**src/rtl/lfsr_rng_pkg.sv**
```systemverilog
// Shared FSM type, default tap masks and the XNOR Fibonacci step function
// used by the lfsr_rng generator.
package lfsr_rng_pkg;

  typedef enum logic [1:0] {IDLE, SPIN, HOLD} fsm_state_t;

  // Right-shift XNOR taps: bit 0 is the oldest stage.
  localparam logic [7:0]  TAPS_8  = 8'b0001_1101;
  localparam logic [9:0]  TAPS_10 = 10'b00_0000_1001;
  localparam logic [15:0] TAPS_16 = 16'b0001_0000_0000_1011;

  localparam int MAX_W = 64;

  // Callers zero-extend state and mask to MAX_W; width selects the MSB slot.
  function automatic logic [MAX_W-1:0] lfsr_next(input logic [MAX_W-1:0] state,
                                                 input logic [MAX_W-1:0] mask,
                                                 input int width);
    logic fb;
    fb = ~^(state & mask);
    return (state >> 1) | ({{(MAX_W-1){1'b0}}, fb} << (width - 1));
  endfunction

endpackage

```
**src/rtl/lfsr_core.sv**
```systemverilog
// LFSR state register with seed load, stepping and all-ones lock-up recovery.
// Defining LFSR_RNG_PERIOD_EN adds the period_cnt / wrapped cycle-length monitor.
module lfsr_core
  import lfsr_rng_pkg::*;
#(
  parameter int               WIDTH    = 10,
  parameter logic [WIDTH-1:0] TAP_MASK = WIDTH'(TAPS_10),
  parameter logic [WIDTH-1:0] SEED     = '0,
  parameter int               CAND_W   = 2
) (
  input  logic              Clock,
  input  logic              Reset,
  input  logic              load_valid,
  input  logic [WIDTH-1:0]  load_data,
  input  logic              step_req,
  output logic [CAND_W-1:0] cand,
  output logic [WIDTH-1:0]  state,
  output logic              lockup
`ifdef LFSR_RNG_PERIOD_EN
  ,
  output logic [WIDTH-1:0]  period_cnt,
  output logic              wrapped
`endif
);

  logic [WIDTH-1:0] state_reg;
  logic [WIDTH-1:0] step_value;
  logic             lockup_reg;
  logic             is_lock;

  // The XNOR form sticks at all-ones, so that step is replaced by the seed.
  assign is_lock    = &state_reg;
  assign step_value = is_lock ? SEED
                              : WIDTH'(lfsr_next(MAX_W'(state_reg), MAX_W'(TAP_MASK), WIDTH));
  assign cand       = step_value[CAND_W-1:0];
  assign state      = state_reg;
  assign lockup     = lockup_reg;

  always_ff @(posedge Clock) begin
    if (Reset) begin
      state_reg  <= SEED;
      lockup_reg <= 1'b0;
    end else begin
      lockup_reg <= 1'b0;
      if (load_valid) begin
        state_reg <= load_data;
      end else if (step_req) begin
        state_reg  <= step_value;
        lockup_reg <= is_lock;
      end
    end
  end

`ifdef LFSR_RNG_PERIOD_EN
  logic [WIDTH-1:0] origin_reg;
  logic [WIDTH-1:0] period_reg;
  logic [WIDTH-1:0] period_base;
  logic             wrapped_reg;

  // The length is shown for one cycle on wrap, then counting restarts from zero.
  assign period_base = wrapped_reg ? '0 : period_reg;
  assign period_cnt  = period_reg;
  assign wrapped     = wrapped_reg;

  always_ff @(posedge Clock) begin
    if (Reset) begin
      origin_reg  <= SEED;
      period_reg  <= '0;
      wrapped_reg <= 1'b0;
    end else if (load_valid) begin
      origin_reg  <= load_data;
      period_reg  <= '0;
      wrapped_reg <= 1'b0;
    end else if (step_req) begin
      period_reg  <= period_base + WIDTH'(1);
      wrapped_reg <= (step_value == origin_reg);
    end else begin
      period_reg  <= period_base;
      wrapped_reg <= 1'b0;
    end
  end
`endif

endmodule

```
**src/rtl/lfsr_rng.sv**
```systemverilog
// Bounded random draw engine: LFSR core plus an IDLE/SPIN/HOLD rejection-sampling FSM.
// Defining LFSR_RNG_PERIOD_EN exposes the period_cnt / wrapped ports.
module lfsr_rng
  import lfsr_rng_pkg::*;
#(
  parameter int               WIDTH     = 10,
  parameter logic [WIDTH-1:0] TAP_MASK  = WIDTH'(TAPS_10),
  parameter logic [WIDTH-1:0] SEED      = '0,
  parameter int               RANGE     = 4,
  parameter int               MIN_STEPS = 4,
  localparam int              OUT_W     = ($clog2(RANGE) > 1) ? $clog2(RANGE) : 1
) (
  input  logic             Clock,
  input  logic             Reset,
  input  logic             step_en,
  input  logic             load_valid,
  input  logic [WIDTH-1:0] load_data,
  input  logic             draw_req,
  output logic             draw_valid,
  input  logic             draw_ready,
  output logic [OUT_W-1:0] draw_data,
  output logic [WIDTH-1:0] state,
  output logic             lockup
`ifdef LFSR_RNG_PERIOD_EN
  ,
  output logic [WIDTH-1:0] period_cnt,
  output logic             wrapped
`endif
);

  localparam logic [3:0]  MIN_CNT = 4'(MIN_STEPS);
  localparam logic [31:0] RANGE_U = 32'(RANGE);

  fsm_state_t       fsm_reg, fsm_next;
  logic [3:0]       cnt_reg, cnt_next, cnt_step;
  logic             valid_reg, valid_next;
  logic [OUT_W-1:0] data_reg, data_next;
  logic [OUT_W-1:0] cand;
  logic             step_req;
  logic             cand_ok;

  lfsr_core #(
    .WIDTH    (WIDTH),
    .TAP_MASK (TAP_MASK),
    .SEED     (SEED),
    .CAND_W   (OUT_W)
  ) u_core (
    .Clock      (Clock),
    .Reset      (Reset),
    .load_valid (load_valid),
    .load_data  (load_data),
    .step_req   (step_req),
    .cand       (cand),
    .state      (state),
    .lockup     (lockup)
`ifdef LFSR_RNG_PERIOD_EN
    ,
    .period_cnt (period_cnt),
    .wrapped    (wrapped)
`endif
  );

  assign cand_ok    = (32'(cand) < RANGE_U);
  assign draw_valid = valid_reg;
  assign draw_data  = data_reg;

  always_comb begin
    fsm_next   = fsm_reg;
    cnt_next   = cnt_reg;
    cnt_step   = (cnt_reg >= MIN_CNT) ? cnt_reg : cnt_reg + 4'd1;
    valid_next = valid_reg;
    data_next  = data_reg;
    step_req   = 1'b0;
    case (fsm_reg)
      IDLE: begin
        if (draw_req) begin
          fsm_next = SPIN;
          cnt_next = '0;
        end else begin
          step_req = step_en;
        end
      end
      SPIN: begin
        // A load overrides this cycle's step and restarts the minimum spin.
        if (load_valid) begin
          cnt_next = '0;
        end else begin
          step_req = 1'b1;
          cnt_next = cnt_step;
          if (cnt_step >= MIN_CNT && cand_ok) begin
            valid_next = 1'b1;
            data_next  = cand;
            fsm_next   = HOLD;
          end
        end
      end
      HOLD: begin
        if (draw_ready) begin
          valid_next = 1'b0;
          fsm_next   = IDLE;
        end
      end
      default: fsm_next = IDLE;
    endcase
  end

  always_ff @(posedge Clock) begin
    if (Reset) begin
      fsm_reg   <= IDLE;
      cnt_reg   <= '0;
      valid_reg <= 1'b0;
      data_reg  <= '0;
    end else begin
      fsm_reg   <= fsm_next;
      cnt_reg   <= cnt_next;
      valid_reg <= valid_next;
      data_reg  <= data_next;
    end
  end

endmodule
```
**config.mk**
```make
export PLATFORM = sky130hd
export DESIGN_NAME = lfsr_rng
export DESIGN_NICKNAME = d
export VERILOG_FILES = /design/src/rtl/lfsr_rng_pkg.sv /design/src/rtl/lfsr_core.sv /design/src/rtl/lfsr_rng.sv
export SDC_FILE = /design/constraint.sdc
export NUM_CORES = 1
export LEC_CHECK = 0
export ABC_AREA = 1
export CORE_MARGIN = 2
export CORE_UTILIZATION = 46
export CTS_CLUSTER_DIAMETER = 120
export DETAILED_ROUTE_END_ITERATION = 6
export PLACE_DENSITY = 0.86
export RECOVER_POWER = 100
export SLEW_MARGIN = 10
export SYNTH_ARGS = -nofsm -noshare
export SYNTH_HDL_FRONTEND = slang
export SYNTH_SLANG_ARGS = --single-unit
```
**constraint.sdc**
```tcl
create_clock -name Clock -period 2.55 [get_ports Clock]
set_clock_uncertainty 0.15 [all_clocks]
set_input_delay 0.765 -clock Clock [delete_from_list [all_inputs] [get_ports Clock]]
set_output_delay 0.765 -clock Clock [all_outputs]
set_load 0.005 [all_outputs]
```
==> qor.yml <==
outcome: "finished, final reports clean"
synth_cell_types: 24
synthCells: 158
synth_top_area_share_pct: 37.0
cp_slowest_cell: "dlygate4sd3_1"
io_buffers: 29
drt_iter0_markers: 22
cts_buffer_depth: 2
grt.overflow.total: 0
numCtsBuffers: 3
die_h_microns: 52.5
rr_startpoint: "fsm_reg[0]"
drtPass1Iterations: 4
min_to: "cnt_reg[3]"
worst_pin_slew_ps: 316
synthMostInstantiatedCell: "nand2_1"
avgRoutedWirePerCell_microns: 11.5
diodes: 0
utilization_pct: 63.6
htreeDepth: 1
worstHoldStart: "cnt_reg[3]"
cp.required_ps: 1640
start_util_pct: 48.9
coreArea_sq_mm: 0.00221
cts_tree: "built"
totalWireLength_microns: 2500
vias_per_cell: 4.88
fin_nets: 208
postCtsSetupRepairBufs: 0
hold_viol: 0
r2r-end: "u_core.state[0]"
grt_pass1_wl_microns: 4210
fin_crit_ps: 2270
yosysTopAreaCell: "dfxtp_1"
path_cells: "dlygate4sd3_1"
ioPinCount: 30
setup_viol: 0
fp.dieW_microns: 52.5
drv_cap: 0
die_area_sq_mm: 0.00276
dp.cells: 214
cts_hold_buffers: 0
ys_warn_count: 0
drc: 0
synth-seq-area-share_pct: 37.0
place_congestion: 0.801
powerDensity_mw_per_mm2: 435
clock_sinks: 20
critical_path.top_delay_family: "buffers and inverters"
critPathBufInv: 1
synth-seq-cells: 20
mappedNetlistNets: 175
start_kind: "flip-flop"
crit_type: "flip-flop to output pin"
yosys-top-cells-count: "nand2_1 (43), nor2_1 (23), inv_1 (21)"
p_leak_nw: 0.652
slew_headroom_pct: 78.8
grt_pass1_vias: 1024
syn_area_sq_mm: 0.00108
async_flop_share_pct: 0
slew_viol_final: 0
largest_reg_flops: 10
insertion_delay_ps: 300
fin_tns_setup_ps: 0
ys_top_cells_by_area: "dfxtp_1 (37%), nand2_1 (15%), nor2_1 (8.0%)"
grt_max_degree: 17
arrival_ps: 1360
grt_antenna_before_repair: 0
min_path_cells: 2
holdWs_ps: 322
min_path_type: "flip-flop to flip-flop"
peakVddDrop_uv: 327
place.detailed.hpwl_microns: 1900
fmax_ghz: 0.440
r2r_slack_ps: 1050
path_clk_slew_ps: 110
groute.usage.overall_pct: 20.4
drive_gt1_share_pct: 6.35
via_count: 1059
max_stage_delay_ps: 600
end_kind: "output pin"
rows: 17
rsz0062_at_grt: "no"
cts_resized: 0
post-route-period-util_pct: 89.1
ff2ff_path_depth: 7
cts_root_buf: "clkbuf_4"
drt.antenna.violating_nets: 0
syn_to_final_growth_pct: 29.9
fin_cells: 217
worst-path-max-fanout: 6
synthFlopType: "dfxtp_1"
synth_edf_count: 0
avgSynthCellArea_sq_um: 6.85
-- stage by stage --
stage               instance area [sq um]  power [mW]  setup WS [ps]
floorplan                            1080       0.418            855
finish                               1410       0.611            278
detailed placement                   1400       0.477            340
global route                         1410       0.645            177
global placement                     1400       0.475            351
CTS                                  1430       0.623            337
-- final cells by class --
cell class / instances / area (sq um)
Tap cell: 28 / 35.0
Fill cell: 217 / 806
Multi-Input combinational cell: 113 / 559
Inverter: 22 / 83.8
Sequential cell: 20 / 400
Timing Repair Buffer: 31 / 305
Clock buffer: 3 / 22.5
-- layout by cell type, fill, tap and decap left out, drive strengths merged --
master | Yosys | final
nand2 | 46 | 46
nor2 | 28 | 28
inv | 22 | 21
dfxtp | 20 | 20
dlygate4sd3 | 0 | 16
nand3 | 14 | 14
clkdlybuf4s50 | 0 | 13
a21oi | 8 | 8
o21ai | 5 | 5
clkbuf | 1 | 3
nand3b | 2 | 2
nor3 | 2 | 2
nand4 | 2 | 2
a31oi | 2 | 2
buf | 2 | 2
clkinvlp | 0 | 1
xnor2 | 1 | 1
o211ai | 1 | 1
xor2 | 1 | 1
ha | 1 | 1
-- report_power, final --
| group | internal [mW] | total [mW] | switching [mW] |
|---|---|---|---|
| sequential | 0.326 | 0.341 | 0.0149 |
| clock | 0.0550 | 0.150 | 0.0949 |
| combinational | 0.0607 | 0.120 | 0.0595 |
-- cells by family (layout without fill, tap and decap cells) --
| logic type | after synthesis | after routing | share of synthesized area (%) |
|---|---|---|---|
| xor+xnor | 2 | 2 | 1.62 |
| fa+ha+maj | 1 | 1 | 1.16 |
| compound gates | 16 | 16 | 7.86 |
| flops | 20 | 20 | 37.0 |
| buf+inv | 25 | 56 | 9.71 |
| simple gates | 94 | 94 | 42.7 |
-- routing by layer --
metal,GRT usage [%],wire [microns],up-vias
met4,5.13,4,0
met5,0,0,-
met3,2.86,141,2
li1,-,-,559
met2,37.9,1230,31
met1,24.3,1130,467
-- worst max path at each step --
stage / startpoint / end / slack (ps) / depth (start not counted)
CTS: u_core.state[2] / state[2] / 340 / 1
detailed placement: load_valid / u_core.state[0] / 340 / 8
floorplan: load_valid / u_core.state[1] / 850 / 8
global placement: load_valid / u_core.state[1] / 350 / 8
global route: load_valid / u_core.state[1] / 180 / 8
finish: u_core.state[2] / state[2] / 280 / 1
Power figures use the tool's default switching activity.
